[src/rtl/fetch_unit.sv]
// Instruction fetch stage: PC register, IF/ID pipeline register and RUN/HALT/TRAP FSM.
// Optional macro FETCH_MISALIGN_TRAP_EN enables the misaligned-redirect TRAP state.
module fetch_unit #(
    parameter logic [31:0] RESET_PC  = 32'h0000_0000,
    parameter logic [31:0] HALT_WORD = 32'hFC00_0000
) (
    input  logic        clk,
    input  logic        reset,
    input  logic        stall,
    input  logic        flush,
    input  logic        branch_taken,
    input  logic [31:0] branch_target,
    output logic [31:0] pc_out,
    input  logic [31:0] instr_in,
    output logic [31:0] if_id_instr,
    output logic [31:0] if_id_pc4,
    output logic        if_id_valid,
    output logic        halted,
    output logic        misalign_err,
    output logic [31:0] fetch_count
);

    typedef enum logic [1:0] {
        RUN  = 2'd0,
        HALT = 2'd1,
        TRAP = 2'd2
    } state_t;

    state_t      state;
    logic [31:0] pc;
    logic [31:0] pc_plus4;
    logic        is_halt_word;

    // The memory address comes straight from the PC register.
    assign pc_out       = pc;
    assign pc_plus4     = pc + 32'd4;
    assign is_halt_word = (instr_in == HALT_WORD);

`ifdef FETCH_MISALIGN_TRAP_EN
    logic misalign_q;
    assign misalign_err = misalign_q;
`else
    logic [1:0] unused_target_lsbs;
    assign unused_target_lsbs = branch_target[1:0];
    assign misalign_err       = 1'b0;
`endif

    // FSM, PC register, IF/ID register and fetch counter.
    always_ff @(posedge clk) begin
        if (reset) begin
            state       <= RUN;
            pc          <= RESET_PC;
            if_id_instr <= 32'd0;
            if_id_pc4   <= 32'd0;
            if_id_valid <= 1'b0;
            halted      <= 1'b0;
            fetch_count <= 32'd0;
`ifdef FETCH_MISALIGN_TRAP_EN
            misalign_q  <= 1'b0;
`endif
        end else begin
            case (state)
                RUN: begin
                    if (branch_taken) begin
                        // Redirect beats stall and squashes IF/ID.
                        if_id_instr <= 32'd0;
                        if_id_pc4   <= 32'd0;
                        if_id_valid <= 1'b0;
`ifdef FETCH_MISALIGN_TRAP_EN
                        if (branch_target[1:0] != 2'b00) begin
                            state      <= TRAP;
                            misalign_q <= 1'b1;
                        end else begin
                            pc <= branch_target;
                        end
`else
                        pc <= {branch_target[31:2], 2'b00};
`endif
                    end else begin
                        if (flush) begin
                            if_id_instr <= 32'd0;
                            if_id_pc4   <= 32'd0;
                            if_id_valid <= 1'b0;
                        end else if (!stall) begin
                            if_id_instr <= instr_in;
                            if_id_pc4   <= pc_plus4;
                            if_id_valid <= 1'b1;
                            fetch_count <= fetch_count + 32'd1;
                        end
                        if (!stall) begin
                            // A loaded halt word freezes the PC on itself.
                            if (!flush && is_halt_word) begin
                                state  <= HALT;
                                halted <= 1'b1;
                            end else begin
                                pc <= pc_plus4;
                            end
                        end
                    end
                end
                HALT, TRAP: begin
                    // Terminal states: only reset leaves them.
                    if_id_instr <= 32'd0;
                    if_id_pc4   <= 32'd0;
                    if_id_valid <= 1'b0;
                end
                default: begin
                    state <= RUN;
                end
            endcase
        end
    end

endmodule
[config.mk]
export PLATFORM = sky130hd
export DESIGN_NAME = fetch_unit
export DESIGN_NICKNAME = d
export VERILOG_FILES = /design/src/rtl/fetch_unit.sv
export SDC_FILE = /design/constraint.sdc
export NUM_CORES = 1
export LEC_CHECK = 0
export BUFFER_PORTS_ARGS = -buffer_cell sky130_fd_sc_hd__buf_2
export CORE_MARGIN = 2
export CORE_UTILIZATION = 55
export DETAILED_ROUTE_END_ITERATION = 8
export GPL_TIMING_DRIVEN = 0
export HOLD_SLACK_MARGIN = 0.02
export PLACE_DENSITY = 0.88
export SETUP_SLACK_MARGIN = 0.15
export SLEW_MARGIN = 20
export SYNTH_ARGS = -nofsm -noshare
export SYNTH_HDL_FRONTEND = slang
export SYNTH_SLANG_ARGS = --single-unit
[constraint.sdc]
create_clock -name clk -period 6.27 [get_ports clk]
set_input_delay 1.254 -clock clk [delete_from_list [all_inputs] [get_ports clk]]
set_output_delay 1.254 -clock clk [all_outputs]
set_load 0.05 [all_outputs]
==> results of run 1 <==
-- per-stage QoR --
stage / instances / util [%] / hold slack [ps] / worst slack, ps / instance area [um2]
after global routing: 1098 / 72.9 / 482 / 2940 / 7940
after CTS: 1098 / 72.9 / 454 / 3150 / 7940
after floorplan: 734 / - / 557 / 3120 / 6180
final: 1098 / 72.9 / 459 / 3040 / 7940
after detailed placement: 1066 / 67.2 / 444 / 2610 / 7320
after global placement: 1066 / 67.2 / 429 / 2630 / 7320
-- final cells by class --
class / count / share of cell area [%]
Multi-Input combinational cell: 540 / 41.9
Clock inverter: 13 / 2.33
Sequential cell: 128 / 32.3
Timing Repair Buffer: 192 / 12.1
Buffer: 54 / 3.04
Clock buffer: 19 / 5.56
Inverter: 12 / 0.567
Tap cell: 140 / 2.21
-- state kept, by name, indices dropped and copies added (netlist names) --
| register | cells |
|---|---|
| if_id_instr | 32 |
| if_id_pc4 | 31 |
| halted | 1 |
| fetch_count | 32 |
| if_id_valid | 1 |
| state | 1 |
| pc_out | 30 |
-- layout by cell type, fill, tap and decap left out, types with 4 or more instances in the layout --
cell	instances
buf_2	198
dfxtp_1	128
nor2_1	101
a21oi_1	54
nand2_1	54
mux2i_1	39
clkbuf_1	33
nand4_1	29
o21ai_0	27
nand3_1	24
xor2_1	22
nor4_1	21
xnor2_1	20
nand2b_1	18
clkbuf_16	16
nor3_1	12
inv_1	11
and4_1	10
a22oi_1	10
or3_1	8
buf_1	8
o31ai_1	8
o211ai_1	6
or4_1	6
o311ai_0	5
o31a_1	5
a31oi_1	4
and3_1	4
a22o_1	4
nand3b_1	4
buf_4	4
bufinv_16	4
-- critical path, stage by stage --
cell	delay [ps]
buf_2	110
or4b_1	560
or4_1	460
o31ai_2	500
clkbuf_1	440
o21ai_0	180
a21oi_1	180
-- worst paths after layout --
path | start | endpoint | cells past startpoint
max | instr_in[25] | pc_out[25] | 7
min | if_id_pc4[29] | if_id_pc4[29] | 2
max reg2reg | pc_out[2] | pc_out[24] | 7
min reg2reg | if_id_pc4[29] | if_id_pc4[29] | 2
-- kinds of logic after synthesis --
| kind of cell | after synthesis | synth area share (%) |
|---|---|---|
| AO/OA/AOI/OAI | 142 | 14.6 |
| XOR/XNOR | 42 | 5.96 |
| adder cells (fa/ha/maj) | 2 | 0.405 |
| buffers and inverters | 66 | 4.64 |
| flip-flops | 128 | 41.5 |
| multiplexers | 39 | 6.32 |
| other | 1 | 0.0608 |
| AND/OR/NAND/NOR | 312 | 26.5 |
-- metal layers --
metal / wire length [um] / vias to the layer above / global-route usage (%)
li1: - / 3070 / -
met1: 8020 / 3063 / 41.0
met2: 9120 / 406 / 51.8
met3: 1900 / 68 / 7.94
met4: 724 / 0 / 18.2
met5: 0 / - / 0
-- power groups by stage --
| stage | sequential [uW] | combinational [uW] | clock [uW] |
|---|---|---|---|
| after floorplan | 937 | 104 | 0 |
| after global placement | 873 | 246 | 0 |
| after detailed placement | 874 | 249 | 0 |
| after CTS | 857 | 251 | 1050 |
| after global routing | 860 | 270 | 1090 |
| final | 858 | 255 | 1050 |
==> metrics.md, run 1 <==
| Metric | Value |
|---|---|
| I/O Buffers | about 190 |
| FF+latch count, synth | 128 |
| Routability cong. | 0.950 |
| Setup Fix Bufs, Post-CTS | 0 |
| Post-route ant nets | 0 |
| Crit end category | flip-flop |
| Clock Power Share | 48.5% |
| Via/cell ratio | 6.02 |
| Maximum VDD drop | between 0.2 and 0.25 mV |
| Hold Path Class | flip-flop to flip-flop |
| Post-cts sizing count | 0 |
| Worst Clk Skew | 9.21 ps |
| CP Data Arrival Time | 3690 ps |
| Yosys cell types | 60 |
| R2R Setup Slk | 3520 ps |
| Final wirelength | 19800 um |
| Main flop type after synthesis | dfxtp_1 |
| Psw | 583 uW |
| CTS tree | done |
| Antenna fix cells | 0 |
| Skew-Pair Late Insertion Delay | 540 ps |
| FP Rows | 38 |
| Status | complete, no violations |
| Reg power frac | roughly two fifths |
| Register area | 2560 um2 |
| Count of clock tree sinks | 128 |
| Die area | around 12000 um2 |
| Ys async rst share | 0% |
| GRT Residual Overflow | 0 |
| Routed len/inst | 18.0 um |
| Inserted Clock Buffers | 17 |
| Final setup TNS | 0 ps |
| DIE HEIGHT | 110 um |
| Clock Pin Slew Worst Setup and Hold Paths | 60 ps |
| IO Pins | 200 |
| Post-Syn Area | 6170 um2 |
| Fmax | around 0.31 GHz |
| CTS max path bufs | 2 |
| Number of synthesized flops with an enable pin | 0 |
| Post-synth top area cell | dfxtp_1 |
| Largest cells by area after synthesis | dfxtp_1, mux2i_1, nor2_1 |
| Initial antenna violation count | 0 |
| First-pass GRT wire length | 30400 um |
| Max Cap Viol | 0 |
| Worst-path maximum fanout | 10 |
| Overall power | approximately 2200 uW |
| Tot GR Track Use | around a third |
| Area Growth Syn to Fin | 28.7% |
| Worst-Margin Slew | 950 ps |
| Max Slew Vio Count | 0 |
| PD cells | about 270 nW/um2 |
| # setup viols final | 0 |
| Core outline area | 10900 um2 |
| Switching Fraction | 27.0% |
| Comb power frac | 11.8% |
| P_int | between 1500 and 2000 uW |
| Nets | 1016 |
| Detailed Routing Iterations Pass 1 | 6 |
| # DRC | 0 |
| Area of the multi-input gates | 3330 um2 |
| Via count | 6607 |
| Req. time, crit path | between 6000 and 7000 ps |
| Startpoint Class | input port |
| RSZ-0062 raised after global routing | false |
| Detailed placer's ending HPWL | between 10000 and 15000 um |
| Layout cells sized above 1 | 26.0% |
| DIE WIDTH | 110 um |
| Most frequent cells after synthesis | dfxtp_1, nor2_1, a21oi_1, nand2_1, mux2i_1 |
| Synth Instances | 732 |
| Leakage power | 0.00341 uW |
| Most frequent cell after synthesis | dfxtp_1 |
| Vias in the first global route | 6066 |
| Root buf cell | clkbuf_8 |
| Initial Util | 56.7% |
| Area share of the largest cell type after synthesis | about two fifths |
| Mean Syn Cell Area | ~8.4 um2 |
| WS Path Type | input port to flip-flop |
| Warnings from Yosys | 0 |
| Register area share after synthesis | 41.5% |
| Fin crit period | 3230 ps |
| Largest net degree at the start of global routing | 17 |
| Iter 0 DRT Violations | 943 |
| Crit share post-route | 51.5% |
| H-Tree Level Count | 4 |
| # hold bufs at CTS | 0 |
| Rel. slew slack | 36.5% |
| Fill cell total of the finished layout | 820 |
| Final Hold Violating Endpoints | 0 |
Power figures use the tool's default switching activity.
==> inputs of run 2 (changes only) <==
CORE_UTILIZATION = 46   (was 55)
PLACE_DENSITY = 0.78   (was 0.88)
clock period = 2.8 ns   (was 6.27 ns; I/O delays follow)
==> run 2 against run 1 <==
  * Via count shrank 2.3%
  * Clock power grew 94%
  * Sequential share of layout area grew 0.082 points
  * Largest cell class unchanged
  * Largest power group unchanged
  * Highest routed layer unchanged
==> metrics.md, run 2 (synthesized netlist as in run 1, its figures left out) <==
| Metric | Value |
|---|---|
| PD cells | 572 nW/um2 |
| Detailed Routing Iterations Pass 1 | 5 |
| Crit end category | flip-flop |
| CTS max path bufs | 2 |
| Rel. slew slack | between 30 and 40% |
| H-Tree Level Count | 4 |
| DIE WIDTH | 120 um |
| Initial Util | 46.8% |
| # setup viols final | 0 |
| FF-to-FF End | pc_out[28] |
| Worst-Margin Slew | 898 ps |
| Final Hold Violating Endpoints | 0 |
| Worst reg-to-reg path cell count | 6 |
| Maximum VDD drop | approximately 0.42 mV |
| Vias in the first global route | 6001 |
| Status | complete, no violations |
| Post-route ant nets | 0 |
| Post-cts sizing count | 0 |
| Max Slew Vio Count | 0 |
| Nets | 1016 |
| Fmax | 0.391 GHz |
| Crit path to | pc_out[23] |
| Hold Path Class | input port to flip-flop |
| # DRC | 0 |
| Post-route cell area | a little under 8000 um2 |
| # hold bufs at CTS | 0 |
| Via/cell ratio | 5.70 |
| WS Path Type | input port to flip-flop |
| Inserted Clock Buffers | 17 |
| Worst Clk Skew | around 10 ps |
| Dpl ws | -180 ps |
| FP Rows | 42 |
| Setup ws final | 245 ps |
| Fill cell total of the finished layout | 1205 |
| Most common cell after layout, fill and taps aside | buf_2 |
| RSZ-0062 raised after global routing | false |
| Dpl cell area | 7360 um2 |
| Skew-Pair Late Insertion Delay | about 430 ps |
| CP Data Arrival Time | 2900 ps |
| Iter 0 DRT Violations | 580 |
| Largest net degree at the start of global routing | 17 |
| Most frequent cells in the layout | buf_2, dfxtp_1, nor2_1, a21oi_1, nand2_1 |
| Leakage power | 0.00337 uW |
| Count of clock tree sinks | about 130 |
| Fin crit period | 2550 ps |
| GRT Residual Overflow | 0 |
| Die area | between 10000 and 15000 um2 |
| Top flop regs | fetch_count (32), if_id_instr (32), if_id_pc4 (31) |
| Final core occ | about 60% |
| Via count | 6453 |
| Routed len/inst | 17.5 um |
| Core outline area | 13200 um2 |
| Req. time, crit path | 3140 ps |
| CTS tree | done |
| Startpoint Class | input port |
| I/O Buffers | 192 |
| Detailed placer's ending HPWL | 14300 um |
| DIE HEIGHT | 120 um |
| Initial antenna violation count | 0 |
| Worst-path maximum fanout | 10 |
| IO Pins | 200 |
| Tot GR Track Use | 27.7% |
| Layout cells sized above 1 | a little over a quarter |
| Crit share post-route | 91.2% |
| Max Cap Viol | 0 |
| Root buf cell | clkbuf_16 |
| WHS | 380 ps |
| Worst Setup SP | instr_in[25] |
| Routability cong. | 0.892 |
| Clock Pin Slew Worst Setup and Hold Paths | 60 ps |
| RR Startpoint | pc_out[10] |
| Antenna fix cells | 0 |
| Setup Fix Bufs, Post-CTS | 0 |
| Final wirelength | 19800 um |
| Area Growth Syn to Fin | 28.4% |
| First-pass GRT wire length | 31300 um |
| R2R Setup Slk | 320 ps |
==> run 2: cell count changes in the layout (fill, tap and decap cells not counted), moves of 2 or more <==
cell       delta
clkinv_4      -3
nor4_2        +2
bufinv_16     -3
clkbuf_1      +2
clkinv_2      +2
clkbuf_2      +2
nor4_1        -2
==> run 2: how the worst min path moves through the flow <==
stage	slack, ps	depth (start not counted)	from	to
6_report	380	3	instr_in[25]	if_id_instr[25]
5_1_grt	410	3	instr_in[25]	if_id_instr[25]
3_5_place_dp	440	2	if_id_pc4[27]	if_id_pc4[27]
3_3_place_gp	430	2	if_id_valid	if_id_valid
2_1_floorplan	560	3	state[0]	state[0]
4_1_cts	370	3	instr_in[24]	if_id_instr[24]
==> run 2: layout make-up <==
type,count,area [um2],area share (%)
Sequential cell,128,2560,32.3
Inverter,12,45.0,0.569
Buffer,54,244,3.08
Clock inverter,7,62.6,0.790
Multi-Input combinational cell,540,3360,42.4
Timing Repair Buffer,192,961,12.1
Clock buffer,23,468,5.91
Tap cell,176,220,2.78
==> run 2: power breakdown <==
group | internal [uW] | switching (uW)
logic | 174 | 396
clock network | 1250 | 793
registers | 1870 | 53.9
==> run 2: metrics by stage <==
step | power, uW | cells | setup TNS [ps]
floorplan | 2330 | 734 | 0
global placement | 2510 | 1102 | -1610
detailed placement | 2520 | 1102 | -1700
CTS | 4530 | 1132 | 0
global route | 4680 | 1132 | 0
finish | 4530 | 1132 | 0
==> run 2: layer usage <==
| metal | vias up | share of wire (%) | track usage (%) |
|---|---|---|---|
| li1 | 3070 | - | - |
| met3 | 56 | 9.1 | 8.17 |
| met5 | - | 0 | 0 |
| met4 | 0 | 3.1 | 11.1 |
| met1 | 2991 | 42 | 36.0 |
| met2 | 336 | 45 | 43.0 |
==> run 2: critical path, cell delays in order <==
cell      delay [ps]
buf_2            100
or4b_1           540
or4_1            490
o31ai_4          370
clkbuf_1         410
o21ai_0          200
a21oi_1          210
